**config.mk**
```make
export PLATFORM = sky130hd
export DESIGN_NAME = sync_fifo
export DESIGN_NICKNAME = d
export VERILOG_FILES = /design/src/rtl/sync_fifo_pkg.sv /design/src/rtl/sync_fifo_mem.sv /design/src/rtl/sync_fifo.sv
export SDC_FILE = /design/constraint.sdc
export NUM_CORES = 1
export LEC_CHECK = 0
export CORE_UTILIZATION = 45
export CTS_BUF_LIST = sky130_fd_sc_hd__clkbuf_8
export DETAILED_ROUTE_END_ITERATION = 10
export GPL_ROUTABILITY_DRIVEN = 0
export PLACE_DENSITY = 0.59
export REMOVE_ABC_BUFFERS = 1
export SLEW_MARGIN = 20
export SYNTH_ARGS = -nofsm -noshare
export SYNTH_HDL_FRONTEND = slang
export SYNTH_SLANG_ARGS = --single-unit
```
**constraint.sdc**
```tcl
create_clock -name clk -period 3.72 [get_ports clk]
set_input_delay 0.372 -clock clk [delete_from_list [all_inputs] [get_ports clk]]
set_output_delay 0.372 -clock clk [all_outputs]
set_load 0.02 [all_outputs]
```
**src/rtl/sync_fifo_pkg.sv**
```systemverilog
// Shared defaults and pointer-width helper for the single-clock FIFO.
package sync_fifo_pkg;

    localparam int DEF_DATA_WIDTH = 8;
    localparam int DEF_DEPTH      = 16;

    // One bit wider than the index so full and empty can be told apart.
    function automatic int ptr_width(input int depth);
        return $clog2(depth) + 1;
    endfunction

endpackage

```
**src/rtl/sync_fifo_mem.sv**
```systemverilog
// FIFO storage array: synchronous write port, registered read port that holds when idle.
module sync_fifo_mem
    import sync_fifo_pkg::*;
#(
    parameter int DATA_WIDTH = DEF_DATA_WIDTH,
    parameter int DEPTH      = DEF_DEPTH,
    parameter int AW         = $clog2(DEPTH)
) (
    input  logic                  clk,
    input  logic                  rst,
    input  logic                  we,
    input  logic [AW-1:0]         waddr,
    input  logic [DATA_WIDTH-1:0] wdata,
    input  logic                  re,
    input  logic [AW-1:0]         raddr,
    output logic [DATA_WIDTH-1:0] rdata
);

    logic [DATA_WIDTH-1:0] mem_q [DEPTH];
    logic [DATA_WIDTH-1:0] rdata_q;
    logic [DATA_WIDTH-1:0] rdata_d;

    // No reset on the array so it maps onto block RAM.
    always_ff @(posedge clk) begin
        if (we) begin
            mem_q[waddr] <= wdata;
        end
    end

    always_comb begin
        rdata_d = rdata_q;
        if (re) begin
            rdata_d = mem_q[raddr];
        end
    end

    always_ff @(posedge clk) begin
        if (rst) begin
            rdata_q <= '0;
        end else begin
            rdata_q <= rdata_d;
        end
    end

    assign rdata = rdata_q;

endmodule

```
**src/rtl/sync_fifo.sv**
```systemverilog
// Single-clock FIFO: wrap-bit pointers, occupancy count, status flags and reject pulses.
module sync_fifo
    import sync_fifo_pkg::*;
#(
    parameter int DATA_WIDTH      = DEF_DATA_WIDTH,
    parameter int DEPTH           = DEF_DEPTH,
    parameter int ALMOST_FULL_TH  = DEPTH - 2,
    parameter int ALMOST_EMPTY_TH = 2
) (
    input  logic                       clk,
    input  logic                       rst,
    input  logic                       wr_en,
    input  logic                       rd_en,
    input  logic [DATA_WIDTH-1:0]      din,
    output logic                       full,
    output logic                       empty,
    output logic [DATA_WIDTH-1:0]      dout,
    output logic [$clog2(DEPTH):0]     count,
    output logic                       almost_full,
    output logic                       almost_empty,
    output logic                       overflow,
    output logic                       underflow
);

    localparam int PW = ptr_width(DEPTH);
    localparam int AW = PW - 1;
    localparam logic [PW-1:0] AF_TH = PW'(ALMOST_FULL_TH);
    localparam logic [PW-1:0] AE_TH = PW'(ALMOST_EMPTY_TH);

    logic [PW-1:0] wr_ptr_q, wr_ptr_d;
    logic [PW-1:0] rd_ptr_q, rd_ptr_d;
    logic [PW-1:0] count_q, count_d;
    logic          overflow_q, overflow_d;
    logic          underflow_q, underflow_d;
    logic          wr_acc;
    logic          rd_acc;

    assign empty = (wr_ptr_q == rd_ptr_q);
    assign full  = (wr_ptr_q[AW-1:0] == rd_ptr_q[AW-1:0]) && (wr_ptr_q[AW] != rd_ptr_q[AW]);

    // A write into a full FIFO is fine when a read frees the same slot this edge.
    assign wr_acc = wr_en && (!full || rd_en);
    assign rd_acc = rd_en && !empty;

    always_comb begin
        wr_ptr_d    = wr_ptr_q;
        rd_ptr_d    = rd_ptr_q;
        count_d     = count_q;
        overflow_d  = wr_en && !wr_acc;
        underflow_d = rd_en && !rd_acc;
        if (wr_acc) begin
            wr_ptr_d = wr_ptr_q + PW'(1);
        end
        if (rd_acc) begin
            rd_ptr_d = rd_ptr_q + PW'(1);
        end
        case ({wr_acc, rd_acc})
            2'b10:   count_d = count_q + PW'(1);
            2'b01:   count_d = count_q - PW'(1);
            default: count_d = count_q;
        endcase
    end

    always_ff @(posedge clk) begin
        if (rst) begin
            wr_ptr_q    <= '0;
            rd_ptr_q    <= '0;
            count_q     <= '0;
            overflow_q  <= 1'b0;
            underflow_q <= 1'b0;
        end else begin
            wr_ptr_q    <= wr_ptr_d;
            rd_ptr_q    <= rd_ptr_d;
            count_q     <= count_d;
            overflow_q  <= overflow_d;
            underflow_q <= underflow_d;
        end
    end

    sync_fifo_mem #(
        .DATA_WIDTH (DATA_WIDTH),
        .DEPTH      (DEPTH),
        .AW         (AW)
    ) u_mem (
        .clk   (clk),
        .rst   (rst),
        .we    (wr_acc && !rst),
        .waddr (wr_ptr_q[AW-1:0]),
        .wdata (din),
        .re    (rd_acc),
        .raddr (rd_ptr_q[AW-1:0]),
        .rdata (dout)
    );

    assign count        = count_q;
    assign almost_full  = (count_q >= AF_TH);
    assign almost_empty = (count_q <= AE_TH);
    assign overflow     = overflow_q;
    assign underflow    = underflow_q;

endmodule

```
==> impl_metrics.ini, run 1 <==
[status]
status = finished, final reports clean

[detailed_routing]
wl_per_cell_um = 19.31
dr.first_iter.drc_count = 204
dr.pass1.iters = 4
drt-total-wl_mm = 11.84
vias_per_cell = 5.378
postRouteAntennaNets = 0
drcViolationCount = 0
vias = 3297

[yosys]
yosysTopAreaCellShare_pct = 60.54
yosys.area_share.simple_pct = 7.016
synth.cell_area_um2 = 6349
synthMuxAreaShare_pct = 12.36
synth_compound_area_share_pct = 5.558
async_reset_ff_share_pct = 0
dominantRegCellSynth = edfxtp_1
seq_area_frac_synth_pct = 68.43
synth_edf_count = 128
synth_cells = 377
ys_ff_latch = 153
postSynthAreaPerCell_um2 = 16.84
synth_area_leaders = edfxtp_1 61%, dfxtp_1 7.9%, mux4_2 5.3%
synth_xor_xnor_area_share_pct = 2.188
synth.distinct_cells = 44
yosysTopAreaCell = edfxtp_1
synthAdderAreaFrac_pct = 2.089
yosys_warnings = 0
synth_top_family_by_area = multiplexers

[final_layout]
synthToLayoutAreaGrowth_pct = 14.35
nets = 442
layout_common_cells = 128 x edfxtp_1, 30 x clkdlybuf4s50_1, 29 x nor2_1, 23 x dfxtp_1
layout_commonest_cell = edfxtp_1
fill_cells = 1088
final-seq-area_um2 = 4347
multiInputGateArea_um2 = 1854
num_antenna_cells = 0
stdcell_area_um2 = 7259
drive_above_1_share_pct = 21.25
utilization_pct = 52.50

[hold_path]
worstHoldPathType = register to register

[die]
core_area_um2 = 13830
core.rowCount = 43
die_h_um = 120.8
die_area_um2 = 14590
fp.dieW_um = 120.8
ios = 31
start_util_pct = 45.91

[placed_design]
place_hpwl_mm = 7.526
placed_area_um2 = 6865
io_buffers = 30
place_ws_ns = 0.6846

[clocking]
insertion_delay_ns = 0.44
cts_max_level = 4
cts-root-buf = clkbuf_8
cts_tree = yes
cts.clk_slew.worst_paths_ns = 0.08
cts_buffers = 17
post_cts_buffers = 0
ctsHoldBuffers = 0
cts_resized = 0
cts.path.max_buffers = 2
cts.sinks = 153

[global_route]
antenna_found_initial = 0
gr-total-overflow = 0
grt_pass1_vias = 3334
grt_pass1_wl_mm = 18.75
grt_usage_pct = 17.90
grt_max_degree = 52

[pwr]
power_density_nw_per_um2 = 522.0
vdd_ir_drop_max_mv = 0.2712
leakagePower_nw = 2.345

[sta]
hold_viol_final = 0
fmaxAchievable_mhz = 334.3
timing.final.ws_setup_ns = 0.7283
worstMarginPinSlew_ns = 0.6773
period_share_pct = 80.42
holdWs_ns = 0.5127
slew_violations = 0
finalSetupViolations = 0
final.setup.tns_ns = 0
fin_worst_skew_ns = 0.009287
rsz0062_at_grt = false
slew_headroom_pct = 54.21
layout_min_cycle_time_ns = 2.992

[setup_path]
r2r_end = count[4]$_SDFFE_PP0P_
cp-endpoint = count[4]$_SDFFE_PP0P_
end_kind = register
timing.rr.start = wr_ptr_q[2]$_SDFFE_PP0P_
cp.required_ns = 4.09
worstPathArrival_ns = 3.36
ff2ff_path_depth = 12
cp_max_fo = 11
criticalPathCategory = register to register
rrSetupSlack_ns = 0.73
cp-startpoint = wr_ptr_q[2]$_SDFFE_PP0P_
start_kind = register

[run]
drv_cap = 0
-- worst min path at each step --
stage | to | slack [ns] | start | cells after the start
after floorplan | count[4]$_SDFFE_PP0P_ | 0.44 | rst | 1
after global placement | u_mem.rdata[5]$_SDFFE_PP0P_ | 0.50 | u_mem.rdata[5]$_SDFFE_PP0P_ | 2
after detailed placement | u_mem.rdata[6]$_SDFFE_PP0P_ | 0.49 | u_mem.rdata[6]$_SDFFE_PP0P_ | 2
after CTS | u_mem.rdata[6]$_SDFFE_PP0P_ | 0.51 | u_mem.rdata[6]$_SDFFE_PP0P_ | 2
after global routing | u_mem.rdata[5]$_SDFFE_PP0P_ | 0.54 | u_mem.rdata[5]$_SDFFE_PP0P_ | 2
final | u_mem.rdata[5]$_SDFFE_PP0P_ | 0.51 | u_mem.rdata[5]$_SDFFE_PP0P_ | 2
-- worst max-delay path: stages (launching register included) --
cell,delay (ns)
dfxtp_1,0.45
xnor2_1,0.20
nand4_4,0.23
o21ai_1,0.22
inv_1,0.06
buf_4,0.18
ha_1,0.27
fa_1,0.42
a21o_1,0.19
a21oi_1,0.16
xor2_1,0.10
or3_1,0.32
a21oi_1,0.14
-- area by class of cell --
type | count | share of cell area [%]
clock buffer | 18 | 3.413
clock inverter | 14 | 2.017
inverter | 7 | 0.3619
multi-input combinational | 196 | 25.54
sequential | 153 | 59.88
tap | 180 | 3.102
timing repair buffer | 45 | 5.688
-- routing by layer --
layer,track usage (%),routed length [um],share of wire [%],up-vias
li1,-,-,-,1563
met1,24.76,5601,47,1655
met2,27.66,5614,47,66
met3,3.821,450,3.8,13
met4,7.176,169,1.4,0
met5,0,0,0,-
-- through the flow --
stage,total power [mW],instances
floorplan,2.358,356
global placement,2.601,581
detailed placement,2.610,581
CTS,3.826,613
global route,3.947,613
finish,3.789,613
-- synth_stat cells (2+ instances only) --
cell / number
a211oi_1: 8
a211oi_2: 8
a21o_1: 2
a21oi_1: 7
and2_1: 8
buf_2: 8
buf_6: 2
clkbuf_1: 8
dfxtp_1: 25
edfxtp_1: 128
ha_1: 9
inv_1: 7
mux2_2: 16
mux2i_1: 3
mux4_1: 9
mux4_2: 15
nand2_1: 4
nand2b_1: 3
nand3_1: 2
nor2_1: 29
nor2b_1: 8
nor3_1: 18
nor4_1: 2
nor4b_1: 2
o21ai_0: 4
o21ai_1: 2
o22ai_1: 8
or3_1: 4
xnor2_1: 8
xor2_1: 6
-- flip-flops by register name (all words and copies together), names as in the netlist --
signal and cells:
count 5, overflow 1, rd_ptr_q 5, u_mem.mem_q 128, u_mem.rdata 8, underflow 1
wr_ptr_q 5
-- report_power, final --
part / total (mW) / leakage [nW] / switching (mW) / internal (mW)
Combinational: 0.610 / 0.786 / 0.341 / 0.269
Clock: 1.23 / 0.201 / 0.609 / 0.616
Sequential: 1.95 / 1.36 / 0.0468 / 1.91
Total: 3.79 / 2.35 / 0.997 / 2.79
-- cells by family after synthesis --
| logic type | Yosys count |
|---|---|
| simple gates | 84 |
| flops | 153 |
| mux | 43 |
| xor+xnor | 15 |
| fa+ha+maj | 10 |
| compound gates | 44 |
| buf+inv | 28 |
(Power assumes the default switching activity.)
==> run 2: changes to the inputs <==
PLACE_DENSITY = 0.62   (was 0.59)
clock period = 2.5 ns   (was 3.72 ns; I/O delays follow)
==> run 2 against run 1 <==
Effect of this change: clock-buffer cell count fell by 1; register-to-register slack worse by 0.70 ns; total power increased by 51%; final area up 2.8%; non-clock buffer count rose by 17; die area unchanged; critical path type unchanged.
==> impl_metrics.ini, run 2 (synthesis gave the netlist of run 1 again) <==
[die]
ios = 31
fp.dieW_um = 120.8
die_area_um2 = 14590
start_util_pct = 45.91
core_area_um2 = 13830
die_h_um = 120.8
core.rowCount = 43

[setup_path]
ff2ff_path_depth = 11
timing.rr.start = wr_ptr_q[3]$_SDFFE_PP0P_
end_kind = register
rrSetupSlack_ns = 0.03
cp_max_fo = 6
cp.required_ns = 2.89
start_kind = register
cp-startpoint = wr_ptr_q[3]$_SDFFE_PP0P_
worstPathArrival_ns = 2.86
criticalPathCategory = register to register
r2r_end = count[4]$_SDFFE_PP0P_

[detailed_routing]
drcViolationCount = 0
vias = 3419
vias_per_cell = 5.436
postRouteAntennaNets = 0
dr.first_iter.drc_count = 137
drt-total-wl_mm = 12.36
wl_per_cell_um = 19.66
dr.pass1.iters = 4

[clocking]
cts.path.max_buffers = 2
cts_buffers = 17
ctsHoldBuffers = 0
insertion_delay_ns = 0.45
cts.sinks = 153
cts.clk_slew.worst_paths_ns = 0.09
cts_max_level = 4
cts-root-buf = clkbuf_8
cts_tree = yes

[final_layout]
layout.cells.non_filler = 629
largest_reg_flops = 128
regMostFlops = u_mem.mem_q
num_antenna_cells = 0
nets = 459
layout_commonest_cell = edfxtp_1
synthToLayoutAreaGrowth_pct = 17.52
drive_above_1_share_pct = 26.73
layout_common_cells = 128 x edfxtp_1, 31 x buf_4, 30 x clkdlybuf4s50_1, 29 x nor2_1, 19 x dfxtp_1

[hold_path]
hold_depth = 2
min_from = u_mem.rdata[7]$_SDFFE_PP0P_
worstHoldPathType = register to register
hold_end = u_mem.rdata[7]$_SDFFE_PP0P_

[sta]
fin_worst_skew_ns = 0.01205
finalSetupViolations = 0
final.setup.tns_ns = 0
rsz0062_at_grt = true
fmaxAchievable_mhz = 404.9
slew_violations = 0
period_share_pct = 98.79
layout_min_cycle_time_ns = 2.470
hold_viol_final = 0
worstMarginPinSlew_ns = 0.6762
slew_headroom_pct = 54.92

[pwr]
vdd_ir_drop_max_mv = 0.3653
leakagePower_nw = 2.422
power_density_nw_per_um2 = 769.3
p_total_mw = 5.740

[placed_design]
io_buffers = 30
placed_cells = 594
place_hpwl_mm = 7.797

[global_route]
gr-total-overflow = 0
grt_pass1_wl_mm = 19.32
grt_pass1_vias = 3427
grt_usage_pct = 18.57
grt_max_degree = 52
antenna_found_initial = 0

[run]
drv_cap = 0

[status]
status = finished, final reports clean
## run 2: cell types whose count changed in the layout (fill, tap and decap cells not counted), sizes merged
cell / delta
inv: +1
clkinvlp: +1
clkbuf: -1
buf: +17
clkinv: -2
## run 2: critical path: stages (launching register included)
cell and delay, ns:
dfxtp_2 0.34, xnor2_2 0.20, nand4_4 0.13, buf_6 0.15
o31ai_4 0.29, ha_4 0.22, ha_4 0.21, a21o_1 0.16
a21oi_2 0.13, xor2_1 0.08, or3_1 0.36, a21oi_2 0.12
## run 2: how the worst max path moves through the flow
stage	endpoint	slack, ns	cells past startpoint
detailed placement	count[4]$_SDFFE_PP0P_	-0.13	11
global placement	count[4]$_SDFFE_PP0P_	-0.04	11
finish	count[4]$_SDFFE_PP0P_	0.03	11
global route	count[4]$_SDFFE_PP0P_	-0.07	11
CTS	count[4]$_SDFFE_PP0P_	0.007	11
floorplan	count[4]$_SDFFE_PP0P_	-1.94	11
## run 2: per-layer routing
layer	part of all wire (%)	routed length [um]	global-route usage, %	vias to the layer above
li1	-	-	-	1590
met1	46	5666	25.10	1753
met2	49	6057	28.88	59
met3	3.7	458	4.623	17
met4	1.5	180	7.407	0
met5	0	0	0	-
## run 2: through the flow
step           utilization [%]  instance area [um2]  setup WS (ns)  hold WS (ns)
2_1_floorplan                -                 6225         -1.935        0.3191
3_5_place_dp             50.36                 6963        -0.1333        0.4847
4_1_cts                  53.42                 7386       0.006881        0.5003
3_3_place_gp             50.36                 6963       -0.04191        0.4843
6_report                 53.96                 7461        0.03035        0.4998
5_1_grt                  53.96                 7461       -0.06576        0.5320
## run 2: power breakdown
| part | leakage [nW] | total (mW) | internal [mW] | switching [mW] |
|---|---|---|---|---|
| Sequential | 1.36 | 2.91 | 2.84 | 0.0734 |
| Combinational | 0.876 | 1.01 | 0.473 | 0.535 |
| Clock | 0.186 | 1.82 | 0.884 | 0.936 |
## run 2: timing repair
| action | 4_1_cts | 5_1_grt |
|---|---|---|
| pin swaps | 0 | 10 |
| endpoints found under the hold margin | 0 | 0 |
| gates resized for setup | 6 | 10 |
| endpoints found under the setup margin | 1 | 1 |
| setup buffers | 0 | 4 |
## run 2: layout make-up
type                       count  area [um2]
clock inverter                14       146.4
sequential                   153        4352
timing repair buffer          62       544.3
inverter                       7       26.28
multi-input combinational    196        1933
fill                        1090        6366
clock buffer                  17       234.0
tap                          180       225.2
